## config.mk

```make
export PLATFORM = sky130hd
export DESIGN_NAME = muldiv_seq_flat
export DESIGN_NICKNAME = d
export VERILOG_FILES = /design/src/rtl/muldiv_seq_if.sv /design/src/rtl/muldiv_seq.sv /design/src/flat_wrapper.sv
export SDC_FILE = /design/constraint.sdc
export NUM_CORES = 1
export LEC_CHECK = 0
export CAP_MARGIN = 15
export CORE_MARGIN = 10
export CORE_UTILIZATION = 55
export CTS_CLUSTER_DIAMETER = 50
export DETAILED_ROUTE_END_ITERATION = 12
export HOLD_SLACK_MARGIN = 0.05
export PLACE_DENSITY = 0.76
export SLEW_MARGIN = 10
export SYNTH_ARGS = -nofsm -noshare
export SYNTH_HDL_FRONTEND = slang
export SYNTH_SLANG_ARGS = --single-unit
```

## constraint.sdc

```tcl
create_clock -name clock -period 6.15 [get_ports clock]
set_clock_uncertainty 0.2 [all_clocks]
set_input_delay 1.23 -clock clock [delete_from_list [all_inputs] [get_ports clock]]
set_output_delay 1.23 -clock clock [all_outputs]
set_load 0.05 [all_outputs]
```

## src/rtl/muldiv_seq_if.sv

```systemverilog
// Request/response bundle between the control unit and the sequential multiply/divide unit.
// Latency: n/a (wires only).
// Backpressure: none; the requester must watch busy/done before issuing start.
interface muldiv_seq_if #(
    parameter int WIDTH = 32
);
    logic                 start;
    logic [4:0]           opcode;
    logic [WIDTH-1:0]     A;
    logic [WIDTH-1:0]     B;
    logic                 busy;
    logic                 done;
    logic                 div_by_zero;
    logic [2*WIDTH-1:0]   C;

    // Control unit side: issues operations, observes status and result.
    modport master (
        output start, opcode, A, B,
        input  busy, done, div_by_zero, C
    );

    // Arithmetic unit side.
    modport slave (
        input  start, opcode, A, B,
        output busy, done, div_by_zero, C
    );
endinterface

```

## src/rtl/muldiv_seq.sv

```systemverilog
// Sequential signed multiply (radix-2 Booth) / divide (restoring) unit writing {HI,LO}.
// Latency: MUL done 33 cycles after acceptance, DIV 34, divide-by-zero 1.
// Backpressure: start is only taken in IDLE; starts while busy or in the done cycle are dropped.
module muldiv_seq #(
    parameter int         WIDTH  = 32,
    parameter logic [4:0] OP_MUL = 5'b10000,
    parameter logic [4:0] OP_DIV = 5'b01111
) (
    input  logic         clock,
    input  logic         reset_n,
    muldiv_seq_if.slave  bus
);

    localparam int            CW   = $clog2(WIDTH);
    localparam logic [CW-1:0] LAST = CW'(WIDTH - 1);

    typedef enum logic [2:0] {
        IDLE,
        MUL,
        DIV,
        FIX,
        DONE
    } state_t;

    state_t              state;
    state_t              state_nxt;

    logic [CW-1:0]       cnt;
    // Booth accumulator: {hi, lo (multiplier), q[-1]}
    logic [2*WIDTH:0]    acc;
    logic [WIDTH-1:0]    mcand;
    // Restoring divider: partial remainder, quotient/dividend shift register, divisor magnitude
    logic [WIDTH-1:0]    rem;
    logic [WIDTH-1:0]    quo;
    logic [WIDTH-1:0]    dvs;
    logic                neg_q;
    logic                neg_r;
    logic [2*WIDTH-1:0]  c_reg;
    logic                dz_reg;

    logic                accept;
    logic                is_mul;
    logic                b_zero;
    logic                busy_c;
    logic                done_c;

    logic [WIDTH:0]      hi_ext;
    logic [WIDTH:0]      m_ext;
    logic [WIDTH:0]      booth_sum;
    logic [2*WIDTH:0]    booth_nxt;

    logic [WIDTH:0]      div_shift;
    logic [WIDTH-1:0]    div_diff;
    logic                div_ge;
    logic [WIDTH-1:0]    rem_nxt;
    logic [WIDTH-1:0]    quo_nxt;

    logic [WIDTH-1:0]    q_fix;
    logic [WIDTH-1:0]    r_fix;

    function automatic logic [WIDTH-1:0] mag(input logic [WIDTH-1:0] x);
        return x[WIDTH-1] ? (~x + 1'b1) : x;
    endfunction

    // State register.
    always_ff @(posedge clock or negedge reset_n) begin
        if (!reset_n) begin
            state <= IDLE;
        end else begin
            state <= state_nxt;
        end
    end

    // Acceptance decode, next-state and status outputs.
    always_comb begin
        state_nxt = state;
        busy_c    = 1'b0;
        done_c    = 1'b0;
        is_mul    = (bus.opcode == OP_MUL);
        b_zero    = (bus.B == '0);
        accept    = (state == IDLE) && bus.start &&
                    ((bus.opcode == OP_MUL) || (bus.opcode == OP_DIV));
        case (state)
            IDLE: begin
                if (accept) begin
                    if (is_mul) begin
                        state_nxt = MUL;
                    end else if (b_zero) begin
                        state_nxt = DONE;
                    end else begin
                        state_nxt = DIV;
                    end
                end
            end
            MUL: begin
                busy_c = 1'b1;
                if (cnt == LAST) begin
                    state_nxt = DONE;
                end
            end
            DIV: begin
                busy_c = 1'b1;
                if (cnt == LAST) begin
                    state_nxt = FIX;
                end
            end
            FIX: begin
                busy_c    = 1'b1;
                state_nxt = DONE;
            end
            DONE: begin
                done_c    = 1'b1;
                state_nxt = IDLE;
            end
            default: state_nxt = IDLE;
        endcase
    end

    // One Booth step: add/subtract the multiplicand into a sign-extended hi, then shift right.
    // The extra hi bit keeps the most-negative multiplicand from overflowing before the shift.
    always_comb begin
        hi_ext    = {acc[2*WIDTH], acc[2*WIDTH:WIDTH+1]};
        m_ext     = {mcand[WIDTH-1], mcand};
        booth_sum = hi_ext;
        case (acc[1:0])
            2'b01:   booth_sum = hi_ext + m_ext;
            2'b10:   booth_sum = hi_ext - m_ext;
            default: booth_sum = hi_ext;
        endcase
        booth_nxt = {booth_sum, acc[WIDTH:1]};
    end

    // One restoring-division step on magnitudes, plus the final sign fix-up.
    always_comb begin
        div_shift = {rem, quo[WIDTH-1]};
        div_ge    = (div_shift >= {1'b0, dvs});
        div_diff  = div_shift[WIDTH-1:0] - dvs;
        rem_nxt   = div_ge ? div_diff : div_shift[WIDTH-1:0];
        quo_nxt   = {quo[WIDTH-2:0], div_ge};
        q_fix     = neg_q ? (~quo + 1'b1) : quo;
        r_fix     = neg_r ? (~rem + 1'b1) : rem;
    end

    // Datapath: operand latch, iteration, and the result register that only moves on the done edge.
    always_ff @(posedge clock or negedge reset_n) begin
        if (!reset_n) begin
            cnt    <= '0;
            acc    <= '0;
            mcand  <= '0;
            rem    <= '0;
            quo    <= '0;
            dvs    <= '0;
            neg_q  <= 1'b0;
            neg_r  <= 1'b0;
            c_reg  <= '0;
            dz_reg <= 1'b0;
        end else begin
            case (state)
                IDLE: begin
                    if (accept) begin
                        cnt    <= '0;
                        acc    <= {{WIDTH{1'b0}}, bus.B, 1'b0};
                        mcand  <= bus.A;
                        rem    <= '0;
                        quo    <= mag(bus.A);
                        dvs    <= mag(bus.B);
                        neg_q  <= bus.A[WIDTH-1] ^ bus.B[WIDTH-1];
                        neg_r  <= bus.A[WIDTH-1];
                        dz_reg <= 1'b0;
                        if (!is_mul && b_zero) begin
                            dz_reg <= 1'b1;
                            c_reg  <= {bus.A, {WIDTH{1'b1}}};
                        end
                    end
                end
                MUL: begin
                    acc <= booth_nxt;
                    cnt <= cnt + 1'b1;
                    if (cnt == LAST) begin
                        c_reg <= booth_nxt[2*WIDTH:1];
                    end
                end
                DIV: begin
                    rem <= rem_nxt;
                    quo <= quo_nxt;
                    cnt <= cnt + 1'b1;
                end
                FIX: begin
                    c_reg <= {r_fix, q_fix};
                end
                default: begin
                end
            endcase
        end
    end

    assign bus.busy        = busy_c;
    assign bus.done        = done_c;
    assign bus.C           = c_reg;
    assign bus.div_by_zero = dz_reg;

endmodule
```

## src/flat_wrapper.sv

```systemverilog
// flat-port wrapper written by rule: the top's interface ports become plain ports
module muldiv_seq_flat 
#(
    parameter int         WIDTH  = 32,
    parameter logic [4:0] OP_MUL = 5'b10000,
    parameter logic [4:0] OP_DIV = 5'b01111
)
  (clock, reset_n, bus_start, bus_opcode, bus_A, bus_B, bus_busy, bus_done, bus_div_by_zero, bus_C);
  muldiv_seq_if #(.WIDTH(WIDTH)) bus_i ();
  input  logic clock;
  input  logic reset_n;
  input wire logic [$bits(bus_i.start)-1:0] bus_start;
  input wire logic [$bits(bus_i.opcode)-1:0] bus_opcode;
  input wire logic [$bits(bus_i.A)-1:0] bus_A;
  input wire logic [$bits(bus_i.B)-1:0] bus_B;
  output wire logic [$bits(bus_i.busy)-1:0] bus_busy;
  output wire logic [$bits(bus_i.done)-1:0] bus_done;
  output wire logic [$bits(bus_i.div_by_zero)-1:0] bus_div_by_zero;
  output wire logic [$bits(bus_i.C)-1:0] bus_C;
  assign bus_i.start = bus_start;
  assign bus_i.opcode = bus_opcode;
  assign bus_i.A = bus_A;
  assign bus_i.B = bus_B;
  assign bus_busy = bus_i.busy;
  assign bus_done = bus_i.done;
  assign bus_div_by_zero = bus_i.div_by_zero;
  assign bus_C = bus_i.C;
  muldiv_seq #(.WIDTH(WIDTH), .OP_MUL(OP_MUL), .OP_DIV(OP_DIV)) u_core (.clock(clock), .reset_n(reset_n), .bus(bus_i));
endmodule
```

Word-level counts from Yosys, hierarchy flattened:

Cells that the tools add are included.

* register bits after elaboration: 268
* output and inout bits: 67

* reductions and logical operators: 19
* $add $sub $neg: 8
* bitwise operators: 5
* $lt $le $gt $ge: 1
* eq/ne operators: 13
* muxes and demuxes: 27

Operators with widths (number)
* $mux 32: 7
* $mux 64: 3
* $pmux 64 s3: 1
* $pmux 65 s2: 1
* $add 32x1->32 const B: 4
* $not 32->32: 4
* $pmux 32 s2: 2
* $pmux 33 s2: 1
* $mux 65: 1
* $add 32x32->33: 1
* $ge 33x32->1: 1
* $sub 32x32->33: 1
* $logic_not 32->1: 1
* $sub 32x32->32: 1
* $mux 3: 5
* $pmux 3 s4: 1
* $eq 5x5->1 const B: 2
* $pmux 5 s2: 1
* $reduce_and 2->1: 4
* $eq 3x2->1 const B: 2
* $ne 2x1->1 const B: 3
* $reduce_bool 2->1: 3
* $add 5x1->5 const B: 1
* $eq 5x4->1 const B: 1
* other kinds (17): 21

Longest topological paths before layout:

Gate-level depths: netlist (run 1).

* depth in word-level cells: 6
* depth in mapped cells: 22
* depth with buffers taken out: 21

Worst setup path after synthesis (run 1):

OpenSTA, ideal clock, no wires.

* path type: input -> register
* start point: input port bus_B[0]
* end point: register u_core.c_reg[45] (netlist: u_core.bus.C[45])
* setup time: 0.125 ns
* stages on the path: 12
* arrival: 4.144 ns
* required time: 5.825 ns
* path slack: 1.682 ns
* cells stage by stage: inv_1 -> ha_1 -> nand2_1 -> or4_4 -> or4_4 -> or3_4 -> or3_4 -> nor3_4 -> a31oi_4 -> inv_2 -> buf_6 -> mux2_2

* cells in the longest elaborated chain, start to end: 4

Ends and longest elaborated chain
* start, declared: RTL line flat_wrapper.sv:15 `input wire logic [$bits(bus_i.B)-1:0] bus_B;`
* $logic_not 32->1: RTL line muldiv_seq.sv:80 `b_zero = (bus.B == '0);`
* $logic_and 1x1->1: RTL line muldiv_seq.sv:170 `if (!is_mul && b_zero) begin`
* $ne 2x2->1 (no source line)
* $reduce_and 4->1 (no source line)
* end signal, assigned: RTL line muldiv_seq.sv:172 `c_reg <= {bus.A, {WIDTH{1'b1}}};`
* end signal, assigned: RTL line muldiv_seq.sv:180 `c_reg <= booth_nxt[2*WIDTH:1];`
* end signal, assigned: RTL line muldiv_seq.sv:189 `c_reg <= {r_fix, q_fix};`
* end, declared: RTL line muldiv_seq.sv:38 `logic [2*WIDTH-1:0] c_reg;`

Every way passes these cells.
A chain may end at the register's enable or synchronous reset.

Worst setup path after layout (run 1):

* start point: register u_core.mcand[3]
* end point: register u_core.c_reg[63] (netlist: u_core.bus.C[63])

* cells in the longest elaborated chain, start to end: 4
* elaborated cells on any way between the ends: 5

Ends and longest elaborated chain
* start, declared: RTL line muldiv_seq.sv:31 `logic [WIDTH-1:0] mcand;`
* start signal, assigned: RTL line muldiv_seq.sv:163 `mcand <= bus.A;`
* $sub 32x32->33 / $add 32x32->33 (equally long branches): RTL line muldiv_seq.sv:127, muldiv_seq.sv:126
* $pmux 33 s2 (*): RTL line muldiv_seq.sv:125 `case (acc[1:0])`
* $mux 64 (*): RTL line muldiv_seq.sv:179 `if (cnt == LAST) begin`
* $pmux 64 s3 (*): RTL line muldiv_seq.sv:158 `case (state)`

Mark *: on every way between the ends. The rest lies on a longest branch, timed or not. The select of a mux whose other input is x is not followed.

==> results of run 1 <==
-- state kept, by name, indices dropped and copies added, names as in the netlist --
signal	count
u_core.bus.C	64
u_core.acc	65
u_core.neg_q	1
u_core.mcand	32
u_core.dvs	32
u_core.bus.div_by_zero	1
u_core.cnt	5
u_core.rem	32
u_core.quo	32
u_core.state	3
-- final timing paths --
check | end | depth (start not counted) | startpoint | slack, ps
setup / recovery | u_core.bus.C[63] | 20 | u_core.mcand[3] | 1060
hold / removal | u_core.dvs[26] | 2 | u_core.dvs[26] | 280
setup reg to reg | u_core.bus.C[63] | 20 | u_core.mcand[3] | 1060
hold reg to reg | u_core.dvs[26] | 2 | u_core.dvs[26] | 280
max in group asynchronous | u_core.acc[57] | 2 | reset_n | 4030
min in group asynchronous | u_core.mcand[26] | 1 | reset_n | 420
-- critical path, delay by kind of cell (launching register included) --
family | cells | cell delay (ps)
and+or+nand+nor | 13 | 2890
AOI/OAI and AO/OA | 4 | 700
adders and majority gates | 1 | 430
DFF | 1 | 420
xor gates and xnor gates | 2 | 370
-- final cells by class --
class	count	area (sq um)
Inverter	63	236
Clock inverter	28	417
Sequential cell	267	6680
Multi-Input combinational cell	1721	10500
Clock buffer	43	1040
Timing Repair Buffer	164	1610
Fill cell	2730	11300
Tap cell	442	553
-- cell usage after synthesis, types with 21 or more instances --
| master | number |
|---|---|
| sky130_fd_sc_hd__dfrtp_1 | 267 |
| sky130_fd_sc_hd__inv_1 | 61 |
| sky130_fd_sc_hd__a21oi_1 | 135 |
| sky130_fd_sc_hd__ha_1 | 72 |
| sky130_fd_sc_hd__xor2_1 | 92 |
| sky130_fd_sc_hd__xnor2_1 | 115 |
| sky130_fd_sc_hd__o41ai_1 | 21 |
| sky130_fd_sc_hd__a31oi_1 | 70 |
| sky130_fd_sc_hd__o31ai_1 | 37 |
| sky130_fd_sc_hd__nand3_1 | 34 |
| sky130_fd_sc_hd__nor2_1 | 170 |
| sky130_fd_sc_hd__nand2_1 | 390 |
| sky130_fd_sc_hd__mux2i_1 | 23 |
| sky130_fd_sc_hd__nor3_1 | 27 |
| sky130_fd_sc_hd__a21o_1 | 58 |
| sky130_fd_sc_hd__a22oi_1 | 35 |
| sky130_fd_sc_hd__o21ai_0 | 209 |
| sky130_fd_sc_hd__clkbuf_1 | 115 |
-- power by group through the flow --
stage                     combinational [mW]  sequential [mW]  clock [mW]
after global placement                  7.47             3.26           0
after floorplan                         5.04             3.65           0
final                                   7.77             3.30        2.51
after detailed placement                7.61             3.28           0
after global routing                    8.51             3.37        2.60
after CTS                               7.68             3.26        2.52
-- kinds of logic (layout without fill, tap and decap cells) --
kind of cell    after synthesis  after routing  synth area share (%)
simple gates                745            745                  18.2
flops                       267            267                  37.3
compound gates              671            671                  23.6
xor+xnor                    207            207                  10.1
mux                          24             24                  1.35
buf+inv                     195            298                  4.20
fa+ha+maj                    74             74                  5.25
-- metal layers --
layer / vias to the layer above / GRT usage, %
met5: - / 0
met4: 0 / 9.39
met3: 115 / 4.00
met2: 786 / 45.0
met1: 8181 / 39.8
li1: 7912 / -
==> results by stage, run 1 <==
STA:
- The max-slew violation count is 0.
- The final critical path takes up 82.7% of the cycle.
- Setup repair after global routing left no endpoint under its margin.
- The final period demand of the worst path is 5090 ps.
- Headroom to the max-slew limit came out at 21.7%.
- Setup violations remaining at the end of the flow were counted as 0.
- At the pin with the least slew margin, the transition time is 1170 ps.
- The count of endpoints failing hold in the final timing report is 0.
- The minimum setup slack in the final design is 1060 ps.
- Across all hold checks on the routed design, the worst slack comes to 281 ps.
- Based on the critical path, the design can be clocked at up to 197 MHz.
- Setup total negative slack on the finished layout was measured at 0 ps.

Routing:
- The post-detailed-route count of antenna-violating nets is 0.
- The average via count per standard cell is 6.23.
- The detailed router put a total of 25.7 mm of wire on met1.
- The wire length on met3 is 4.74 mm.
- Summed over all layers, the routed wires come to 59.2 mm.
- Wire segments on met2 add up to 27.0 mm in the final route.
- The iteration count of the initial detailed-routing pass is 9.
- The routed wire length per instance is 21.7 um.
- The iteration-0 DRC count of the detailed router is 1884.
- The detailed router used layers up to and including met4.
- For this run, design rule violations remaining after detail routing come to 0.
- The detailed router placed 17000 vias in this run.

Worst setup path:
- The category of the worst setup path launch point is a register.
- The largest single stage delay on the critical path is 620 ps.
- Along the worst path, the maximum fanout reaches 9.
- The critical path goes through nor3_1 -> nand2_1 -> nor2_1 -> and2_1 -> nand2_1 -> nor2_1 -> nand2_1 -> nor4_1 -> a21oi_1 -> xnor2_1 -> ha_1 -> nand2_1 -> nor2_1 -> and3_1 -> nand2_1 -> o2111ai_1 -> a31oi_1 -> xor2_1 -> or4_1 -> a31oi_1.
- At the worst endpoint, the required time is 6410 ps.
- STA puts the critical path data arrival time at 5350 ps.
- The library cell appearing most often on the critical path is sky130_fd_sc_hd__nand2_1.
- The critical path is of the register to register type.
- The endpoint class of the critical path is a register.
- The largest individual stage delay along the critical path comes from the cell sky130_fd_sc_hd__nor4_1.

Global route:
- Entering global routing, the biggest net connects 146 pins.
- The first global-routing pass estimated 92.8 mm of wire.
- The number of global-route vias before repair came to 16100.
- The number of antenna violations at the first check in global routing is 0.
- Across every metal layer, demand over resource in global routing totals 28.6%.
- The aggregate global routing overflow is 0.

Yosys:
- In the synthesized netlist the dominant register cell turns out to be sky130_fd_sc_hd__dfrtp_1.
- The synthesized area per cell is 8.21 sq um.
- The synthesized design spends more area on one cell type than any other, namely sky130_fd_sc_hd__dfrtp_1.
- During synthesis, Yosys emitted a total of 0 warnings.
- In the synthesized netlist, the number of instances is 2183.
- The share of synthesized area in the top cell type comes to 37.3%.
- Yosys attributes the largest share of cell area to sky130_fd_sc_hd__dfrtp_1, sky130_fd_sc_hd__nand2_1, sky130_fd_sc_hd__o21ai_0.
- The fraction of the yosys area taken by sequential cells is 37.3%.
- Synthesis inferred 267 register bits.
- The number of enable-type register cells in the synthesized netlist is 0.
- After synthesis, the share of flip-flops with an asynchronous set or reset is 100%.
- The number of distinct library cell variants in the gate-level netlist after synthesis is 73.
- The mapped cell area is 0.0179 sq mm.
- The total nets after synthesis is 2329.

Placement:
- The wire-length estimate of the detail-placed layout is 43.5 mm.
- Input and output buffers added on the ports amount to 138.
- The worst setup slack after placement is 601 ps.
- The final weighted congestion in routability-driven placement is 0.962.
- After detailed placement, the design holds a cell count of 2657.
- The instance area after placement is 0.0196 sq mm.

Status:
- The run finished with clean final reports.

Final layout:
- For this run, the share of the core covered by cells in the final layout is 65.1%.
- The relative area change from synthesis to final layout is 17.5%.
- The fraction of final layout cells with drive strength greater than 1 is 5.34%.
- For this run, the number of standard cells in the final layout without fillers is 2728.
- 0 antenna diodes ended up in the layout.
- The number of nets in the final layout is 2402.
- The total non-filler cell area in the finished layout is 0.0211 sq mm.
- The library cell used most frequently in the layout, excluding fill and tap cells, is sky130_fd_sc_hd__nand2_1.
- In the layout the commonest cells are sky130_fd_sc_hd__nand2_1, sky130_fd_sc_hd__dfrtp_1, sky130_fd_sc_hd__o21ai_0.

Floorplan:
- The core area is 0.0324 sq mm.
- The floorplan step set the die height to 200 um.
- The die outline area is 0.0402 sq mm.
- The effective utilization at floorplan is 55.3%.
- The die is 200 um wide.
- For this design the top-level I/O count stands at 139.
- In this run the core area contains 66 standard-cell rows.

Power and ir drop:
- The peak ir drop on the vdd network is 0.395 mV.
- The net switching share of the total power is 48.1%.
- The power share of the sequential group is 24.3%.
- Of the total power, the clock network draws 18.4%.
- The switching power summed over all nets is 6.54 mW.
- The static leakage is 9.24 nW.
- The final total power is 13.6 mW.
- The internal portion of the total power is 7.04 mW.
- Dividing total power by cell area gives a power density of 645 mW/mm^2.
- Of the total power, combinational logic draws 57.3%.

Clock network:
- Post-CTS repair changed the size of 0 cells.
- CTS placed an instance of sky130_fd_sc_hd__clkbuf_16 at the clock tree root.
- The maximum clock insertion buffer count is 3.
- The tree built by TritonCTS fans out to 267 sinks.
- The clock tree synthesis step divided the H-tree into 2 levels.
- The later pin in the worst-skew pair is clocked with a latency of 530 ps.
- After clock tree synthesis, the clock-pin slew on the worst setup and hold paths is 60 ps.
- For this design, the CTS-stage hold fixing added 0 buffers.
- Once the clock tree was built, the setup fixing pass inserted 0 buffers.
- TritonCTS built the clock tree.
- Counting the buffers created by CTS gives 39.

Hold path:
- The path class of the tightest hold or removal check is register to register.

Run:
- The number of violations of the max-capacitance limit is 0.
Note: power is estimated with default switching activity, not from simulation.
==> inputs of run 2 (changes only) <==
==> constraint.sdc (replaced) <==
create_clock -name clock -period 4.7 [get_ports clock]
set_clock_uncertainty 0.2 [all_clocks]
set_input_delay 0.94 -clock clock [delete_from_list [all_inputs] [get_ports clock]]
set_output_delay 0.94 -clock clock [all_outputs]
set_load 0.05 [all_outputs]
==> results by stage, run 2 (synthesis gave the netlist of run 1 again) <==
Power and ir drop:
- Per report_power, the combinational group accounts for 59.3% of the total.
- VDD sags by at most 0.470 mV.
- For this design the static power due to leakage is 9.69 nW.
- The total power density per cell area is 834 mW/mm^2.
- Of the total power, the share spent switching nets is 48.0%.
- The final total power is 18.1 mW.
- The internal power of the cells totals 9.43 mW.
- In this run the power spent charging and discharging nets is 8.71 mW.
- The clock network is responsible for 17.0% of the overall power.
- The power share of the sequential group is 23.6%.

Worst setup path:
- The end of the worst register-to-register path is u_core.bus.C[54].
- The launching point of the worst reg2reg path is u_core.mcand[8].
- The cell with the biggest individual delay on the critical path is sky130_fd_sc_hd__nor4_2.
- At the worst endpoint, the arrival time is 4770 ps.
- Counting buffers and inverters, the worst setup path is 16 cells deep.
- The largest single stage delay on the critical path is 420 ps.
- In this run the worst setup path terminates at u_core.bus.C[54].
- Tracing the worst setup path back leads to its startpoint at u_core.mcand[8].
- The critical setup path kind is register to register.
- Counting cells, the worst reg-to-reg path comes to 16.
- Together, buffers and inverters on the worst path number 1.
- The worst register-to-register path has a setup slack of 140 ps.
- The endpoint class of the critical path is a register.
- At the worst endpoint, the required time is 4900 ps.
- Along the worst path, the maximum fanout reaches 4.
- Walking the worst path, the cells encountered are nor4_2 -> nor2_1 -> nor2_1 -> o21a_1 -> o21a_2 -> xor2_1 -> ha_1 -> and3_1 -> a221o_1 -> or2_2 -> o21ai_0 -> buf_4 -> xor2_1 -> o21ai_0 -> a222oi_1 -> a21oi_1.
- The gate family responsible for the most delay along the worst path is compound AO/OA/AOI/OAI gates.
- The category of the worst setup path launch point is a register.

Final layout:
- The relative area change from synthesis to final layout is 21.4%.
- In the final layout, the multi-input gates occupy 0.0106 sq mm.
- The fraction of final layout cells with drive strength greater than 1 is 9.48%.
- 0 antenna diodes ended up in the layout.
- The number of flip-flops under the largest register name is 65.
- The library cell used most frequently in the layout, excluding fill and tap cells, is sky130_fd_sc_hd__nand2_1.
- The filler cells instantiated in the layout total 2672.
- The largest register by flop count is u_core.acc.
- The total area of sequential cells is 0.00668 sq mm.
- The number of nets in the final layout is 2490.
- In the layout the commonest cells are sky130_fd_sc_hd__nand2_1, sky130_fd_sc_hd__dfrtp_1, sky130_fd_sc_hd__o21ai_0.

Floorplan:
- The number of placed I/O pins is 139.
- The core region is 0.0324 sq mm.
- The die boundary height is 200 um.
- The die covers 0.0402 sq mm.
- From left edge to right edge, the die measures 200 um.
- The effective utilization at floorplan is 55.3%.
- After floorplanning, the core was divided into 66 placement rows.

Placement:
- After legalization and detailed placement, the total HPWL measured 46.2 mm.
- OpenSTA, run right after detailed placement, puts the worst setup slack at -55.3 ps.
- In this run the tool buffered the top-level ports with 138 buffer cells.
- The final weighted congestion in routability-driven placement is 0.961.

Status:
- The run finished with clean final reports.

Run:
- The number of violations of the max-capacitance limit is 0.

STA:
- Counting I/O delays and the setup requirement, the final critical path takes 4560 ps.
- The max-slew violation count is 0.
- Of the available clock period, the critical path in the final layout requires 97.1%.
- Once routing completed, OpenROAD measured the worst setup slack at 136 ps.
- The worst pin sits at a relative slew slack of 21.8%.
- The final setup violation count is 0.
- The setup TNS is 0 ps.
- The highest clock rate is 219 MHz.
- The count of endpoints failing hold in the final timing report is 0.
- At the pin with the least slew margin, the transition time is 1170 ps.

Global route:
- Entering global routing, the biggest net connects 107 pins.
- The global-route wire length before repair is 95.6 mm.
- The aggregate global routing overflow is 0.
- Global routing consumed, over all layers together, 29.7% of the routing resources.
- The number of antenna violations at the first check in global routing is 1.
- The number of global-route vias before repair is 16700.

Clock network:
- The count of clock tree sinks is 267.
- The tree is rooted in a sky130_fd_sc_hd__clkbuf_16.
- The count of H-tree levels built during CTS is 2.
- The number of clock buffers added by TritonCTS is 37.
- The clock latency at the later pin of the worst-skew pair is 550 ps.
- No sink is reached through more buffers than the 3 on the longest clock path.
- After clock tree synthesis, the clock-pin slew on the worst setup and hold paths is 60 ps.
- TritonCTS built the clock tree.

Routing:
- The first detailed-routing pass ran for 5 iterations.
- The iteration-0 DRC count of the detailed router is 1939.
- The total number of vias is 17500.
- After detailed routing, the average wire length per cell comes to 22.0 um.
- The total wire length after detailed routing is 62.0 mm.
- In this run the remaining antenna-violating nets after routing total 0.
- In the routed design, unresolved DRC markers number 0.
- In the routed layout, each cell is associated on average with a via count of 6.22.

Hold path:
- The tightest min-delay check is of the input pin to asynchronous set/reset pin type.
[run 2: power by group through the flow]
stage          Sequential, mW  Clock, mW  Combinational, mW
2_1_floorplan            4.78          0               6.59
3_3_place_gp             4.21          0               10.3
3_5_place_dp             4.25          0               10.5
4_1_cts                  4.22       3.10               10.6
5_1_grt                  4.37       3.22               11.7
6_report                 4.29       3.09               10.8
[run 2: worst min-delay path by stage]
stage | depth (start not counted) | startpoint | endpoint
floorplan | 2 | u_core.dvs[13] | u_core.dvs[13]
global placement | 2 | u_core.dvs[26] | u_core.dvs[26]
detailed placement | 2 | u_core.dvs[26] | u_core.dvs[26]
CTS | 2 | u_core.dvs[29] | u_core.dvs[29]
global route | 2 | u_core.dvs[19] | u_core.dvs[19]
finish | 1 | reset_n | u_core.cnt[3]
[run 2: area by class of cell]
type / count / share of cell area [%]
Multi-Input combinational cell: 1721 / 48.7
Sequential cell: 267 / 30.7
Timing Repair Buffer: 254 / 10.6
Clock buffer: 47 / 4.75
Tap cell: 442 / 2.54
Clock inverter: 21 / 1.51
Inverter: 63 / 1.09
[run 2: layer usage]
metal  track usage (%)  share of wire, %
met4              13.7               4.7
met2              47.1                46
met5                 0             0.027
met1              39.4                42
met3              4.29               7.3
[run 2: timing repair]
action,CTS,global route
setup buffers,0,2
resized for setup,0,21
hold buffers,0,0
setup endpoints to repair,0,17
endpoints found under the hold margin,0,0
[run 2: stage by stage]
stage,instances,cell area (sq um),hold slack [ps],util (%)
floorplan,2183,17900,250,-
global placement,2745,20300,266,62.6
CTS,2813,21600,283,66.9
global route,2815,21700,308,67.2
detailed placement,2745,20300,272,62.6
finish,2815,21700,279,67.2
==> inputs of run 3 (changes only) <==
--- a/config.mk
+++ b/config.mk
@@ -9,6 +9,7 @@
 export CORE_MARGIN = 10
 export CORE_UTILIZATION = 55
 export CTS_CLUSTER_DIAMETER = 50
+export CTS_CLUSTER_SIZE = 16
 export DETAILED_ROUTE_END_ITERATION = 12
 export HOLD_SLACK_MARGIN = 0.05
 export PLACE_DENSITY = 0.76
==> results by stage, run 3 (synthesis gave the netlist of run 1 again) <==
Worst setup path:
- On the critical path the largest part of the delay comes from compound AO/OA/AOI/OAI gates.
- Data on the critical path is required at its endpoint by 4890 ps.
- The endpoint identified for the worst register-to-register timing path is u_core.bus.C[54].
- The critical path goes through nor4_2 -> nor2_1 -> nor2_1 -> o21a_1 -> buf_4 -> xor2_1 -> ha_1 -> a21o_1 -> a21o_1 -> a221o_1 -> or2_2 -> o21ai_0 -> buf_4 -> xor2_1 -> o21ai_0 -> a222oi_1 -> a21oi_1.
- In this run the critical register-to-register path is launched from u_core.mcand[8].
- The critical path in this run is classified as register to register.
- The endpoint class of the critical path is a register.
- Counting cells, the worst reg-to-reg path comes to 17.
- Of all nets on the critical path, the largest fanout is 3.
- The slowest stage of the critical path is the sky130_fd_sc_hd__dfrtp_1 cell.
- The delay contributed by the slowest stage of the critical path is 400 ps.
- The signal arrival time at the worst endpoint is 4720 ps.
- The category of the worst setup path launch point is a register.
- The number of buffers and inverters on the critical path is 2.
- The internal reg-to-reg setup slack is 170 ps.

Routing:
- The total wire length after detailed routing is 61.6 mm.
- For this run, design rule violations remaining after detail routing come to 0.
- The pre-antenna-repair detailed-routing pass consisted of 6 iterations.
- The post-detailed-route count of antenna-violating nets is 0.
- The iteration-0 DRC count of the detailed router is 2114.
- In the routed layout, each cell is associated on average with a via count of 6.25.
- The total number of vias is 17600.
- After detailed routing, the average wire length per cell comes to 21.9 um.

Placement:
- The post-DP HPWL is 46.2 mm.
- Before CTS, the worst setup slack after placement is -55.3 ps.
- The final weighted congestion in routability-driven placement is 0.961.
- Summing all placed instances gives a cell area of 0.0203 sq mm.
- The total instance count after detailed placement is 2745.
- The port buffer count is 138.

STA:
- After layout, the worst setup slack is 174 ps.
- The max-slew violation count was 0.
- At the pin with the least slew margin, the transition time is 1170 ps.
- The relative slew slack is 21.9%.
- Subtracting the final worst setup slack from the clock period gives 4530 ps.
- The highest clock rate is 221 MHz.
- The hold slack is 256 ps.
- The setup TNS is 0 ps.
- Dividing the final minimum period by the clock period gives 96.3%.
- The final setup violation count is 0.
- The count of endpoints failing hold in the final timing report is 0.

Final layout:
- The area taken by multi-input logic gates is 0.0106 sq mm.
- The layout has 2683 filler cells.
- After routing the design area is 0.0217 sq mm.
- The number of nets in the final layout is 2490.
- The most common cell after layout, fill and taps aside is sky130_fd_sc_hd__nand2_1.
- The count of cells in the finished layout, fillers not included, comes to 2814.
- The number of antenna cells inserted is 0.
- The register with the most flip-flops in the layout has 65 of them.
- Of the cells placed in the final design, the portion with a size suffix greater than 1 is 9.36%.
- The total area of sequential cells is 0.00668 sq mm.
- Cells fill 67.1% of the core in the end.
- The area growth from synthesis to layout is 21.2%.
- In the layout the commonest cells are sky130_fd_sc_hd__nand2_1, sky130_fd_sc_hd__dfrtp_1, sky130_fd_sc_hd__o21ai_0.
- The largest register by flop count is u_core.acc.

Clock network:
- The hold buffer count at cts is 0.
- Clock-pin slew was measured on the worst setup and hold paths at 70 ps.
- The count of H-tree levels built during CTS is 2.
- The maximum clock insertion buffer count is 3.
- For the worst-skew pair, the clock arrives at the later sink with an insertion delay of 540 ps.
- In this run the clock root is driven by a sky130_fd_sc_hd__clkbuf_16.
- The TritonCTS buffer count is 36.
- Counting every sink on the clock net gives 267.
- The clock tree from TritonCTS is yes.

Global route:
- The first global-routing pass estimated 95.3 mm of wire.
- Global routing consumed, over all layers together, 29.5% of the routing resources.
- The number of global-route vias before repair is 16600.
- The aggregate global routing overflow is 0.
- The number of antenna violations at the first check in global routing is 1.
- Entering global routing, the biggest net connects 107 pins.

Power and ir drop:
- The final total power is 18.0 mW.
- For this design the ratio of total power to cell area is 831 mW/mm^2.
- The peak ir drop on the vdd network is 0.410 mV.
- The static leakage is 9.66 nW.

Run:
- The number of violations of the max-capacitance limit is 0.

Floorplan:
- From left edge to right edge, the die measures 200 um.
- The die boundary height is 200 um.
- In this run the standard cell core region covers 0.0324 sq mm.
- Once the floorplan was initialized, standard cells occupied 55.3% of the core.
- The number of standard-cell rows in the floorplan is 66.
- The number of placed I/O pins is 139.
- The die outline area is 0.0402 sq mm.

Status:
- The flow ran to the end, and the final reports show no timing, DRC or antenna violations.

Hold path:
- The worst hold path belongs to the class input pin to asynchronous set/reset pin.
-- run 3: cell count changes in the layout (fill, tap and decap cells not counted), sizes merged --
cell,delta
clkbuf,-4
clkinv,-4
clkinvlp,+4
inv,+4
bufinv,-2
buf,+1
-- run 3: cell type report --
cell class | instances | area share (%)
clock buffers | 43 | 4.60
clock inverters | 23 | 1.49
inverters | 63 | 1.09
multi-input cells | 1721 | 48.8
flip-flops and latches | 267 | 30.8
well taps | 442 | 2.55
repair buffers | 255 | 10.7
-- run 3: worst max-delay path by stage --
stage,startpoint,to,slack [ps],cells after the start
2_1_floorplan,u_core.acc[0],u_core.bus.C[63],460,16
3_3_place_gp,bus_B[0],u_core.bus.C[52],-6,13
3_5_place_dp,bus_B[1],u_core.bus.C[41],-60,13
4_1_cts,u_core.mcand[3],u_core.bus.C[63],40,21
5_1_grt,u_core.mcand[4],u_core.bus.C[61],-70,23
6_report,u_core.mcand[8],u_core.bus.C[54],170,17
-- run 3: per-layer routing --
metal	global-route usage, %	share of wire (%)	up-vias
met2	46.8	46	836
met4	12.8	4.4	2
li1	-	-	8069
met5	0	0.028	-
met1	39.4	42	8523
met3	4.21	7.4	157
-- run 3: worst register-to-register path, stage by stage, from the launching register on --
cell and delay, ps:
sky130_fd_sc_hd__dfrtp_1 400, sky130_fd_sc_hd__nor4_2 370, sky130_fd_sc_hd__nor2_1 110, sky130_fd_sc_hd__nor2_1 140, sky130_fd_sc_hd__o21a_1 220, sky130_fd_sc_hd__buf_4 150
sky130_fd_sc_hd__xor2_1 280, sky130_fd_sc_hd__ha_1 310, sky130_fd_sc_hd__a21o_1 180, sky130_fd_sc_hd__a21o_1 190, sky130_fd_sc_hd__a221o_1 380, sky130_fd_sc_hd__or2_2 300
sky130_fd_sc_hd__o21ai_0 170, sky130_fd_sc_hd__buf_4 180, sky130_fd_sc_hd__xor2_1 160, sky130_fd_sc_hd__o21ai_0 180, sky130_fd_sc_hd__a222oi_1 370, sky130_fd_sc_hd__a21oi_1 110
-- run 3: what timing repair did --
action | in CTS | in global routing
setup buffers | 0 | 2
endpoints found under the hold margin | 0 | 0
endpoints found under the setup margin | 0 | 16
resized for setup | 0 | 18
-- run 3: power breakdown --
group	total, mW	switching (mW)	leakage, nW	internal [mW]
combinational	10.8	6.50	5.84	4.25
sequential	4.27	1.06	3.18	3.21
clock	3.01	1.17	0.636	1.84
total	18.0	8.73	9.66	9.31
